$ cat src/rtl/demux_1_4_behav_always.sv
`default_nettype none
// ============================================================================
//  Module      : demux_1_4_behav_always
//  Description : Registered 1-to-4 demultiplexer. Data input A is steered to
//                exactly one of Y1..Y4 by the select {S2,S1}; the three
//                unselected outputs are driven to zero. Outputs are
//                registered on clk and cleared asynchronously by rst.
//
//  Ports       : clk        - system clock, rising-edge active
//                rst        - asynchronous active-high reset
//                A  [W-1:0] - data to be routed
//                S2         - select MSB
//                S1         - select LSB
//                Y1 [W-1:0] - A when {S2,S1}=00, else 0
//                Y2 [W-1:0] - A when {S2,S1}=01, else 0
//                Y3 [W-1:0] - A when {S2,S1}=10, else 0
//                Y4 [W-1:0] - A when {S2,S1}=11, else 0
//
//  Parameters  : WIDTH      - bit width of A and of each output (>= 1)
//
//  Revision    : 1.0 - initial release
// ============================================================================
module demux_1_4_behav_always #(
    parameter int WIDTH = 1
) (
    input  logic             clk,
    input  logic             rst,
    input  logic [WIDTH-1:0] A,
    input  logic             S2,
    input  logic             S1,
    output logic [WIDTH-1:0] Y1,
    output logic [WIDTH-1:0] Y2,
    output logic [WIDTH-1:0] Y3,
    output logic [WIDTH-1:0] Y4
);

    // Next-state values for the four output registers.
    logic [WIDTH-1:0] w_y1_next;
    logic [WIDTH-1:0] w_y2_next;
    logic [WIDTH-1:0] w_y3_next;
    logic [WIDTH-1:0] w_y4_next;

    // Output registers; these are the only state in the block.
    logic [WIDTH-1:0] r_y1;
    logic [WIDTH-1:0] r_y2;
    logic [WIDTH-1:0] r_y3;
    logic [WIDTH-1:0] r_y4;

    // Select decode. Every next-output starts at zero, so unselected outputs
    // are always cleared rather than held. The default branch catches
    // non-binary selects (X/Z in simulation) and routes nothing.
    always_comb begin
        w_y1_next = '0;
        w_y2_next = '0;
        w_y3_next = '0;
        w_y4_next = '0;
        case ({S2, S1})
            2'b00:   w_y1_next = A;
            2'b01:   w_y2_next = A;
            2'b10:   w_y3_next = A;
            2'b11:   w_y4_next = A;
            default: begin
                w_y1_next = '0;
                w_y2_next = '0;
                w_y3_next = '0;
                w_y4_next = '0;
            end
        endcase
    end

    // Registering the outputs keeps select changes between edges from
    // glitching the consumers.
    always_ff @(posedge clk or posedge rst) begin
        if (rst) begin
            r_y1 <= '0;
            r_y2 <= '0;
            r_y3 <= '0;
            r_y4 <= '0;
        end else begin
            r_y1 <= w_y1_next;
            r_y2 <= w_y2_next;
            r_y3 <= w_y3_next;
            r_y4 <= w_y4_next;
        end
    end

    assign Y1 = r_y1;
    assign Y2 = r_y2;
    assign Y3 = r_y3;
    assign Y4 = r_y4;

endmodule
`default_nettype wire

$ cat config.mk
export PLATFORM = sky130hd
export DESIGN_NAME = demux_1_4_behav_always
export DESIGN_NICKNAME = d
export VERILOG_FILES = /design/src/rtl/demux_1_4_behav_always.sv
export SDC_FILE = /design/constraint.sdc
export NUM_CORES = 1
export LEC_CHECK = 0
export ABC_AREA = 1
export CELL_PAD_IN_SITES_DETAIL_PLACEMENT = 1
export CELL_PAD_IN_SITES_GLOBAL_PLACEMENT = 2
export CORE_AREA = 4 4 41 43
export CTS_CLUSTER_SIZE = 12
export DETAILED_ROUTE_END_ITERATION = 8
export DIE_AREA = 0 0 45 47
export PLACE_DENSITY = 0.51
export SYNTH_ARGS = -nofsm -noshare
export SYNTH_HDL_FRONTEND = slang
export SYNTH_SLANG_ARGS = --single-unit
$ cat constraint.sdc
create_clock -name clk -period 0.9 [get_ports clk]
set_input_delay 0.18 -clock clk [delete_from_list [all_inputs] [get_ports clk]]
set_output_delay 0.18 -clock clk [all_outputs]
set_load 0.02 [all_outputs]
==> flow_metrics.py <==
metrics = {
    "pwr": {
        "p_leak_nw": 0.136,
        "total_power_uw": 458,
        "powerDensity_mw_per_mm2": 1760,
        "ir_drop_v": 0.000342,
    },
    "clock_tree": {
        "cts_root_buf": "clkbuf_4",
        "post_cts_buffers": 0,
        "clk_transition_reported_paths_ns": 0.04,
        "cts.path.max_buffers": 2,
        "cts-hold-fix-buffers": 0,
        "cts_sinks": 4,
        "cts_tree": "built",
        "numCtsBuffers": 3,
        "htreeDepth": 1,
    },
    "worst_setup_path": {
        "worstPathRequired_ns": 0.72,
        "criticalPathCategory": "register to output port",
        "cp_top_family": "flip-flops",
        "slowest_stage": "dfrtp_1",
        "critical_path.max_stage_delay_ns": 0.36,
        "crit_buf_inv": 1,
        "startpoint_type": "register",
        "path_max_fanout": 1,
        "crit_arrival_ns": 0.72,
        "cp-end-kind": "output port",
        "cp_cell_sequence": "buf_6",
    },
    "synth": {
        "yosysSeqAreaShare_pct": 74.8,
        "synth-seq-cells": 4,
        "syn_area_um2": 134,
        "synth_warnings": 0,
        "synth_nets": 18,
        "synth_cells": 13,
        "synth_top_area_share_pct": 74.8,
        "ys_types": 4,
        "avgSynthCellArea_um2": 10.3,
        "netlist_top_cells_area": "dfrtp_1 75%, nor2_1 11%, inv_1 8.4%",
        "synth_area_leader_cell": "dfrtp_1",
    },
    "route": {
        "dr.pass1.iters": 1,
        "first_iter_violations": 0,
        "vias": 117,
        "wl_per_cell_um": 7.51,
        "drc_errors": 0,
        "dr_wl_met3_um": 58,
        "drt-met1-wl_um": 113,
        "route.top_layer_used": "met3",
        "dr_wl_met2_um": 121,
        "drtAntennaViolNets": 0,
        "finalWirelength_um": 293,
        "vias_per_cell": 3.00,
    },
    "global_routing": {
        "grt_max_degree": 5,
        "grtUsageTotal_pct": 4.04,
        "antenna_found_initial": 0,
        "grt_pass1_wl_um": 476,
        "first_global_vias": 141,
        "grt-ovfl-total": 0,
    },
    "final_layout": {
        "nets": 31,
        "n_antenna_cell": 0,
        "final_layout_size_suffix_gt1_share_pct": 29.2,
        "area_growth_pct": 94.4,
        "final_cell_mix": "4 x dfrtp_1, 4 x nor2_1, 4 x clkdlybuf4s50_1, 4 x buf_6",
        "postLayoutCoreUtil_pct": 20.0,
    },
    "placement": {
        "gp_congestion": 0.639,
        "port_buffers": 8,
        "pre_cts_ws_ns": -0.181,
    },
    "floorplanning": {
        "start_util_pct": 10.3,
        "die_w_um": 45,
        "num_rows": 13,
        "dieArea_mm2": 0.00212,
        "core_area_mm2": 0.00130,
        "ios": 9,
        "die_h_um": 47,
    },
    "min_path": {
        "hold_class": "input port to async pin",
    },
    "sta": {
        "hold_viol": 0,
        "rsz0062_at_grt": "yes",
        "setup_viol": 0,
        "period_share_pct": 99.9,
        "slew_violations": 0,
        "fin_crit_ns": 0.899,
        "whs_ns": 0.142,
        "timing.slew.headroom_pct": 90.6,
        "fin_ws_ns": 0.00124,
        "tightest_slew_ns": 0.141,
        "fmax_mhz": 1110,
    },
    "flow_run": {
        "maxCapViolations": 0,
    },
    "status": {
        "status": "finished clean",
    },
}
-- layer usage --
layer	vias to the layer above	track usage, %
li1	58	-
met1	50	3.21
met2	9	4.52
met3	0	3.45
met4	0	7.02
met5	-	0
-- repair_timing --
item,4_1_cts,5_1_grt
gates resized for setup,24,0
pin swaps,0,0
setup endpoints to repair,4,4
-- registers in the layout, summed over array words and instances (netlist names) --
register and flops:
Y1 1, Y2 1, Y3 1, Y4 1
-- cell usage after synthesis --
library cell  count
dfrtp_1           4
inv_1             3
nand2_1           2
nor2_1            4
-- path summary, 6_finish.rpt --
kind	to	depth (start not counted)	slack, ns	start
setup / recovery	Y1	1	0.001	Y1
hold / removal	Y1	2	0.14	rst
max in group asynchronous	Y4	2	0.61	rst
min in group clk	Y3	3	0.54	S2
-- metrics by stage --
stage	setup TNS (ns)	cells	cell area [um^2]
global route	-0.100	39	260
global placement	-0.751	36	233
finish	0	39	260
floorplan	0	13	134
CTS	-0.0514	39	260
detailed placement	-0.827	36	233
-- logic make-up after synthesis --
family / Yosys count / synth area share [%]
and+or+nand+nor: 6 / 16.8
DFF: 4 / 74.8
buffers and inverters: 3 / 8.41
-- final cells by class --
class | count | area [um^2]
sequential | 4 | 100
inverter | 3 | 11.3
clock buffer | 3 | 22.5
timing repair buffer | 8 | 85.1
tap | 15 | 18.8
multi-input combinational | 6 | 22.5
fill | 161 | 1040
-- power by group --
group | leakage (nW) | total [mW] | switching (mW) | internal (mW)
clock | 0.0138 | 0.211 | 0.0626 | 0.148
sequential | 0.0538 | 0.191 | 0.00293 | 0.188
combinational | 0.0689 | 0.0558 | 0.0246 | 0.0312
Power figures use the tool's default switching activity.
